## src/rtl/lemming_pkg.sv

```systemverilog
// Shared types and helpers for the lemming walker controller.
// Optional revive support is enabled with the LEMMING_REVIVE_EN macro.
package lemming_pkg;

    localparam int LEM_NUM_DFLT        = 4;
    localparam int LEM_FALL_LIMIT_DFLT = 20;
    localparam int LEM_DIG_LIMIT_DFLT  = 0;

    typedef enum logic [2:0] {
        WALK_L = 3'd0,
        WALK_R = 3'd1,
        FALL_L = 3'd2,
        FALL_R = 3'd3,
        DIG_L  = 3'd4,
        DIG_R  = 3'd5,
        SPLAT  = 3'd6
    } lem_state_t;

    // Counter width able to hold 0..limit, never narrower than one bit.
    function automatic int cnt_width(input int limit);
        return (limit < 1) ? 1 : $clog2(limit + 1);
    endfunction

    // Walking state that keeps the direction of a falling/digging state.
    function automatic lem_state_t to_walk(input lem_state_t st);
        case (st)
            WALK_R, FALL_R, DIG_R: return WALK_R;
            default:               return WALK_L;
        endcase
    endfunction

    function automatic lem_state_t to_fall(input lem_state_t st);
        case (st)
            WALK_R, FALL_R, DIG_R: return FALL_R;
            default:               return FALL_L;
        endcase
    endfunction

endpackage

```

## src/rtl/lemming_core.sv

```systemverilog
// Single lemming channel: walk/fall/dig/splat FSM with saturating fall
// counter and optional dig timeout. Revive port exists under LEMMING_REVIVE_EN.
module lemming_core
    import lemming_pkg::*;
#(
    parameter int FALL_LIMIT = LEM_FALL_LIMIT_DFLT,
    parameter int DIG_LIMIT  = LEM_DIG_LIMIT_DFLT
) (
    input  logic clk,
    input  logic areset,
    input  logic bump_left,
    input  logic bump_right,
    input  logic ground,
    input  logic dig,
`ifdef LEMMING_REVIVE_EN
    input  logic revive,
`endif
    output logic walk_left,
    output logic walk_right,
    output logic aaah,
    output logic digging,
    output logic dead
);

    localparam int FW = cnt_width(FALL_LIMIT);
    localparam int DW = cnt_width((DIG_LIMIT > 0) ? DIG_LIMIT - 1 : 0);
    localparam logic [FW-1:0] FALL_MAX = FW'(FALL_LIMIT);
    localparam logic [DW-1:0] DIG_LAST = DW'((DIG_LIMIT > 0) ? DIG_LIMIT - 1 : 0);

    lem_state_t    state_r, state_nxt_s;
    logic [FW-1:0] fall_cnt_r, fall_nxt_s;
    logic [DW-1:0] dig_cnt_r, dig_nxt_s;

    // State and counter registers.
    always_ff @(posedge clk or posedge areset) begin
        if (areset) begin
            state_r    <= WALK_L;
            fall_cnt_r <= '0;
            dig_cnt_r  <= '0;
        end else begin
            state_r    <= state_nxt_s;
            fall_cnt_r <= fall_nxt_s;
            dig_cnt_r  <= dig_nxt_s;
        end
    end

    // Next-state and counter update.
    always_comb begin
        state_nxt_s = state_r;
        fall_nxt_s  = fall_cnt_r;
        dig_nxt_s   = dig_cnt_r;
        case (state_r)
            WALK_L, WALK_R: begin
                if (!ground) begin
                    state_nxt_s = to_fall(state_r);
                    fall_nxt_s  = '0;
                end else if (dig) begin
                    state_nxt_s = (state_r == WALK_L) ? DIG_L : DIG_R;
                    dig_nxt_s   = '0;
                end else if ((state_r == WALK_L) ? bump_left : bump_right) begin
                    state_nxt_s = (state_r == WALK_L) ? WALK_R : WALK_L;
                end else begin
                    state_nxt_s = state_r;
                end
            end
            FALL_L, FALL_R: begin
                if (!ground) begin
                    fall_nxt_s = (fall_cnt_r < FALL_MAX) ? fall_cnt_r + 1'b1 : fall_cnt_r;
                end else if (fall_cnt_r >= FALL_MAX) begin
                    state_nxt_s = SPLAT;
                end else begin
                    state_nxt_s = to_walk(state_r);
                end
            end
            DIG_L, DIG_R: begin
                // Losing the ground wins over a timeout in the same cycle.
                if (!ground) begin
                    state_nxt_s = to_fall(state_r);
                    fall_nxt_s  = '0;
                end else if ((DIG_LIMIT > 0) && (dig_cnt_r == DIG_LAST)) begin
                    state_nxt_s = to_walk(state_r);
                end else begin
                    dig_nxt_s = (DIG_LIMIT > 0) ? dig_cnt_r + 1'b1 : '0;
                end
            end
            SPLAT: begin
`ifdef LEMMING_REVIVE_EN
                if (revive) begin
                    state_nxt_s = WALK_L;
                    fall_nxt_s  = '0;
                    dig_nxt_s   = '0;
                end else begin
                    state_nxt_s = SPLAT;
                end
`else
                state_nxt_s = SPLAT;
`endif
            end
            default: begin
                state_nxt_s = WALK_L;
                fall_nxt_s  = '0;
                dig_nxt_s   = '0;
            end
        endcase
    end

    assign walk_left  = (state_r == WALK_L);
    assign walk_right = (state_r == WALK_R);
    assign aaah       = (state_r == FALL_L) || (state_r == FALL_R);
    assign digging    = (state_r == DIG_L) || (state_r == DIG_R);
    assign dead       = (state_r == SPLAT);

endmodule

```

## src/rtl/lemming_array_ctrl.sv

```systemverilog
// Array of independent lemming channels with dead-count aggregation.
// Optional per-channel revive input is enabled with LEMMING_REVIVE_EN.
module lemming_array_ctrl
    import lemming_pkg::*;
#(
    parameter int NUM_LEM    = LEM_NUM_DFLT,
    parameter int FALL_LIMIT = LEM_FALL_LIMIT_DFLT,
    parameter int DIG_LIMIT  = LEM_DIG_LIMIT_DFLT
) (
    input  logic                            clk,
    input  logic                            areset,
    input  logic [NUM_LEM-1:0]              bump_left,
    input  logic [NUM_LEM-1:0]              bump_right,
    input  logic [NUM_LEM-1:0]              ground,
    input  logic [NUM_LEM-1:0]              dig,
`ifdef LEMMING_REVIVE_EN
    input  logic [NUM_LEM-1:0]              revive,
`endif
    output logic [NUM_LEM-1:0]              walk_left,
    output logic [NUM_LEM-1:0]              walk_right,
    output logic [NUM_LEM-1:0]              aaah,
    output logic [NUM_LEM-1:0]              digging,
    output logic [NUM_LEM-1:0]              dead,
    output logic [$clog2(NUM_LEM+1)-1:0]    dead_cnt,
    output logic                            all_dead
);

    localparam int CW = $clog2(NUM_LEM + 1);

    logic [CW-1:0] dead_cnt_s;

    for (genvar g = 0; g < NUM_LEM; g++) begin : g_lem
        lemming_core #(
            .FALL_LIMIT (FALL_LIMIT),
            .DIG_LIMIT  (DIG_LIMIT)
        ) u_core (
            .clk        (clk),
            .areset     (areset),
            .bump_left  (bump_left[g]),
            .bump_right (bump_right[g]),
            .ground     (ground[g]),
            .dig        (dig[g]),
`ifdef LEMMING_REVIVE_EN
            .revive     (revive[g]),
`endif
            .walk_left  (walk_left[g]),
            .walk_right (walk_right[g]),
            .aaah       (aaah[g]),
            .digging    (digging[g]),
            .dead       (dead[g])
        );
    end

    // Population count of splatted channels.
    always_comb begin
        dead_cnt_s = '0;
        for (int i = 0; i < NUM_LEM; i++) begin
            dead_cnt_s = dead_cnt_s + CW'(dead[i]);
        end
    end

    assign dead_cnt = dead_cnt_s;
    assign all_dead = (dead_cnt_s == CW'(NUM_LEM));

endmodule

```

## config.mk

```make
export PLATFORM = sky130hd
export DESIGN_NAME = lemming_array_ctrl
export DESIGN_NICKNAME = d
export VERILOG_FILES = /design/src/rtl/lemming_pkg.sv /design/src/rtl/lemming_core.sv /design/src/rtl/lemming_array_ctrl.sv
export SDC_FILE = /design/constraint.sdc
export NUM_CORES = 1
export LEC_CHECK = 0
export ABC_AREA = 1
export CAP_MARGIN = 10
export CORE_UTILIZATION = 52
export DETAILED_ROUTE_END_ITERATION = 6
export DONT_BUFFER_PORTS = 1
export PLACE_DENSITY = 0.75
export SETUP_SLACK_MARGIN = 0.15
export SYNTH_ARGS = -nofsm -noshare
export SYNTH_HDL_FRONTEND = slang
export SYNTH_HIERARCHICAL = 1
export SYNTH_SLANG_ARGS = --single-unit
```

## constraint.sdc

```tcl
create_clock -name clk -period 2.5 [get_ports clk]
set_input_delay 0.375 -clock clk [delete_from_list [all_inputs] [get_ports clk]]
set_output_delay 0.375 -clock clk [all_outputs]
set_load 0.05 [all_outputs]
```

## Yosys cells after proc, flatten, opt, wreduce, memory -nomap -nowiden

Index checks and enable logic that the tools add are counted.
W data, S select, Z words.

- Flip-flop bits (word level): 32
- Input bits: 18
- Logic and storage cells: 180

- Add/subtract/negate cells: 7
- Magnitude comparators: 8
- Eq/ne operators: 49
- Multiplexer cells: 64
- Bitwise gates (word level): 4
- Reductions and logical operators: 40

Operators by type and width:

| kind | number |
|---|---|
| $mux W3 | 24 |
| $mux W5 | 12 |
| $pmux W5 S3 | 4 |
| $pmux W3 S4 | 4 |
| $eq A3 B3 Y1 const B | 13 |
| $ne A2 B2 Y1 const B | 16 |
| $eq A3 B2 Y1 const B | 8 |
| $reduce_or A2 Y1 | 12 |
| $add A5 B1 Y5 const B | 4 |
| $ge A5 B5 Y1 const B | 4 |
| $lt A5 B5 Y1 const B | 4 |
| $mux W1 | 20 |
| $ne A4 B3 Y1 const B | 4 |
| $reduce_and A4 Y1 | 4 |
| $reduce_or A4 Y1 | 4 |
| $eq A3 B1 Y1 const B | 4 |
| $logic_not A3 Y1 | 4 |
| $reduce_and A3 Y1 | 4 |
| $reduce_or A3 Y1 | 4 |
| $logic_or A1 B1 Y1 | 8 |
| $ne A2 B1 Y1 const B | 4 |
| $not A1 Y1 | 4 |
| $add A2 B1 Y3 | 1 |
| $add A3 B1 Y3 | 1 |
| $add A1 B1 Y2 | 1 |

## Longest topological paths before layout

- Word-level depth: 6
- Gate-level depth with buffers: 11
- Mapped depth without buffers: 10

## By module

Netlist, hierarchy kept.

Modules (own cells, without submodules):

| module | times used | cells each | area an instance (µm²) |
|---|---|---|---|
| lemming_core at g_lem[0].u_core ... | 3 | 84 | 620.6 |
| lemming_core at g_lem[3].u_core | 1 | 82 | 551.8 |
| lemming_array_ctrl | 1 | 11 | 77.6 |

## Worst setup path before layout

OpenSTA, ideal clock, no wires.

- Kind: register to output
- Start point: reg g_lem[3].u_core.state_r[2]
- End point: out all_dead
- Data arrival time: 3.179 ns
- Path slack: -1.054 ns
- Cell stages (with the launch flop): 11
- Path buffers: 0
- Cell sequence: dfrtp_1 nand2_1 nor2_1 inv_1 fa_1 inv_1 ha_1 ha_1 inv_1 nand2_1 nor2_2

- Cells in the longest elaborated chain, start to end: 3

RTL lines:

| what | line | RTL |
|---|---|---|
| from (decl) | lemming_core.sv:30 | `lem_state_t state_r, state_nxt_s;` |
| from (signal assigned) | lemming_core.sv:41 | `state_r <= state_nxt_s;` |
| $eq A3 B3 Y1 | lemming_core.sv:111 | `assign dead = (state_r == SPLAT);` |
| net dead[3] | lemming_array_ctrl.sv:23 | `output logic [NUM_LEM-1:0] dead,` |
| $add A3 B1 Y3 | lemming_array_ctrl.sv:58 | `dead_cnt_s = dead_cnt_s + CW'(dead[i]);` |
| net dead_cnt[1] | lemming_array_ctrl.sv:24 | `output logic [$clog2(NUM_LEM+1)-1:0] dead_cnt,` |
| $eq A3 B3 Y1 | lemming_array_ctrl.sv:63 | `assign all_dead = (dead_cnt_s == CW'(NUM_LEM));` |
| to (decl) | lemming_array_ctrl.sv:25 | `output logic all_dead` |

The timed path passes the listed nets, and every way through them passes these cells.

## Final worst setup path

- Start point: reg g_lem[1].u_core.state_r[0]
- End point: out all_dead

- Cells in the longest elaborated chain, start to end: 5

RTL lines:

| what | line |
|---|---|
| from (decl) | lemming_core.sv:30 |
| from (signal assigned) | lemming_core.sv:41 |
| $eq A3 B3 Y1 | lemming_core.sv:111 |
| $add A1 B1 Y2 | lemming_array_ctrl.sv:58 |
| $add A2 B1 Y3 | lemming_array_ctrl.sv:58 |
| $add A3 B1 Y3 | lemming_array_ctrl.sv:58 |
| $eq A3 B3 Y1 | lemming_array_ctrl.sv:63 |

Every way passes these cells.

==> impl_metrics.csv <==
group,metric,value,unit
clocking,root_buffer,"clkbuf_8",
floorplan,initial_core_util,0.557,
detailed_routing,routedWlPerCell,11.2,um
sta,grt_setup_unrepaired,"true",
yosys,synth_top_area_cell,"dfrtp_1",
placement,pre_cts_slack,0.173,ns
yosys,seq_area_frac_synth,0.321,
detailed_routing,drt_pass1_iterations,6,
placement,placed_cells,414,
floorplan,rows,24,
detailed_routing,met3WireLength,175,um
placement,portBuffers,0,
sta,setup_viol,1,
finish,nFillCells,400,
sta,timing.final.ws_setup,-0.0320,ns
sta,period_minus_slack,2.53,ns
status,violations,"design-rule violations, negative setup slack",
finish,antenna_cells,0,
run,drv_cap,0,
yosys,yosys_warnings,6,
finish,seq_area,803,sq um
global_routing,grt_pass1_wl,8.45,mm
clocking,clock-sinks,32,
floorplan,die_w,71.2,um
detailed_routing,dr_wl_met2,2.35,mm
setup_path,critical_path_required,2.12,ns
clocking,clk_latency,0.28,ns
detailed_routing,routed.top_layer,"met4",
sta,maxSlewViolCount,0,
clocking,numCtsBuffers,5,
clocking,cts.clk_slew.worst_paths,0.07,ns
setup_path,criticalPathCategory,"flop to primary output",
detailed_routing,wl_met1,2.23,mm
setup_path,reg2reg_setup_slack,0.92,ns
status,status,"finished, violations left",
yosys,netlist_area,2490,sq um
sta,fin_skew,0.00504,ns
setup_path,startpoint_type,"flop",
setup_path,cp_max_fo,2,
detailed_routing,postRouteAntennaNets,0,
min_path,hold_class,"input pin to flop",
yosys,synth_nets,374,
detailed_routing,drt-total-wl,4.79,mm
floorplan,fp.coreArea,4470,sq um
finish,final_nets,404,
placement,gp_congestion,0.903,
finish,drive_gt1_frac,0.279,
sta,fmax,395,MHz
yosys,yosysTopAreaCellShare,0.321,
sta,period_share,1.01,
detailed_routing,drcViolationCount,2,
power_and_ir_drop,p_leak,1.52,nW
yosys,synth.area.top_cells,"dfrtp_1 (32%), nand2_1 (17%), nand3_1 (6.0%)",
sta,setup-tns-final,-0.0320,ns
global_routing,grt_max_degree,11,
yosys,syn_avg_cell_area,7.22,sq um
yosys,synth.distinct_cells,25,
clocking,cts_tree,"done",
finish,syn2layout_area_growth,17.5,%
setup_path,critical_path_arrival,2.16,ns
floorplan,ioPinCount,42,
sta,worst_slew_pin_slew,0.476,ns
finish,final_cells,428,
global_routing,grt_pass1_vias,1991,
detailed_routing,drt_iter0_drc,93,
sta,timing.final.hold_violations,0,
global_routing,gr-total-overflow,0,
detailed_routing,num_vias,2117,
floorplan,die_h,71.2,um
sta,slew_headroom,0.682,
clocking,htreeDepth,2,
finish,fin_util,0.654,
setup_path,end_kind,"primary output",
yosys,ys_seq_elements,32,
detailed_routing,viasPerCell,4.95,
placement,hpwl,3.75,mm
yosys,syn_inst,345,
global_routing,grt_usage,0.209,
finish,multi_input_area,1530,sq um
global_routing,antenna_found_initial,0,
floorplan,dieArea,5070,sq um
sta,fin_hold_ws,0.219,ns
power_and_ir_drop,ir_drop,643,uV
clocking,clockBufferDepth,2,
power_and_ir_drop,p_per_area,1150,nW/um^2
[critical path, cell delays in order (launching register included)]
cell	delay, ns
dfrtp_2	0.43
nor2_4	0.12
inv_2	0.04
fa_1	0.54
inv_2	0.05
ha_4	0.16
ha_4	0.21
inv_2	0.05
nand2_2	0.05
nor2_4	0.10
buf_12	0.14
[kinds of logic (layout without fill, tap and decap cells)]
logic type,after synthesis,in the layout,synth area share
flops,32,32,0.321
buf+inv,52,83,0.0904
fa+ha+maj,11,11,0.0583
compound gates,31,31,0.0864
simple gates,207,207,0.401
xor+xnor,12,12,0.0422
[repair_timing]
action | CTS | global route
hold buffers | 1 | 0
gates resized for setup | 5 | 0
cloned | 0 | 0
pin swaps | 6 | 0
buffers inserted | 4 | 1
setup endpoints to repair | 3 | 3
hold endpoints to repair | 32 | 0
[synthesized netlist by cell type]
master   count
a21oi_1      1
ha_1        10
nand2_1    114
o21ai_2     15
nor2_8       3
nand2_2     15
nand2_8      3
dfrtp_1     32
nand4_1      3
inv_2        8
xnor2_1      7
nand3_1     30
nand2_4      1
nor3_1       2
a21oi_2      1
buf_6        3
nor2_2      10
nor2_1      25
xor2_1       5
nor2_4       1
fa_1         1
o21ai_0     11
inv_4        3
inv_1       38
o21ai_1      3
[cell usage in the layout, fill, tap and decap left out, types with 2 or more instances in the layout]
master | netlist | final
buf_12 | 0 | 2
buf_4 | 0 | 22
clkbuf_8 | 0 | 5
dfrtp_1 | 32 | 30
dfrtp_2 | 0 | 2
ha_1 | 10 | 8
ha_4 | 0 | 2
inv_1 | 38 | 34
inv_2 | 8 | 12
inv_4 | 3 | 3
nand2_1 | 114 | 111
nand2_2 | 15 | 17
nand2_4 | 1 | 2
nand2_8 | 3 | 3
nand3_1 | 30 | 30
nand4_1 | 3 | 3
nor2_1 | 25 | 24
nor2_2 | 10 | 7
nor2_4 | 1 | 5
nor2_8 | 3 | 3
o21ai_0 | 11 | 11
o21ai_1 | 3 | 3
o21ai_2 | 15 | 15
xnor2_1 | 7 | 7
xor2_1 | 5 | 5
[flip-flops by register name, summed over array words and instances, names as in the netlist]
name                     flops
g_lem.u_core/state_r        12
g_lem.u_core/fall_cnt_r     20
[per-layer routing]
metal / vias to the layer above / GRT usage
li1: 1128 / -
met1: 955 / 0.261
met2: 32 / 0.358
met3: 2 / 0.0506
met4: 0 / 0.0622
met5: - / 0
[path summary, 6_finish.rpt]
check                      cells after the start                                       from                                   endpoint
max                                           10     g_lem[1].u_core/state_r[0]$_DFFE_PP0P_                                   all_dead
min                                            2                                  ground[1]     g_lem[1].u_core/state_r[2]$_DFFE_PP0P_
max reg2reg                                    7     g_lem[2].u_core/state_r[2]$_DFFE_PP0P_  g_lem[2].u_core/fall_cnt_r[2]$_DFFE_PP0P_
min reg2reg                                    2  g_lem[3].u_core/fall_cnt_r[4]$_DFFE_PP0P_  g_lem[3].u_core/fall_cnt_r[4]$_DFFE_PP0P_
max in group asynchronous                      2                                     areset     g_lem[1].u_core/state_r[0]$_DFFE_PP0P_
min in group asynchronous                      2                                     areset  g_lem[3].u_core/fall_cnt_r[4]$_DFFE_PP0P_
[power breakdown]
part | switching (mW) | internal [mW]
Sequential | 0.161 | 0.662
Combinational | 1.47 | 0.602
Clock | 0.188 | 0.296
[layout make-up]
cell class	count	share of cell area
inverter	49	0.0654
tap	52	0.0222
sequential	32	0.274
clock inverter	2	0.0120
multi-input combinational	261	0.523
clock buffer	6	0.0248
timing repair buffer	26	0.0786
[metrics by stage]
step / instance area (sq um) / power (mW)
6_report: 2930 / 3.38
2_1_floorplan: 2550 / 2.50
4_1_cts: 2920 / 3.40
3_5_place_dp: 2760 / 2.87
3_3_place_gp: 2760 / 2.84
5_1_grt: 2930 / 3.63
Power figures use the tool's default switching activity.
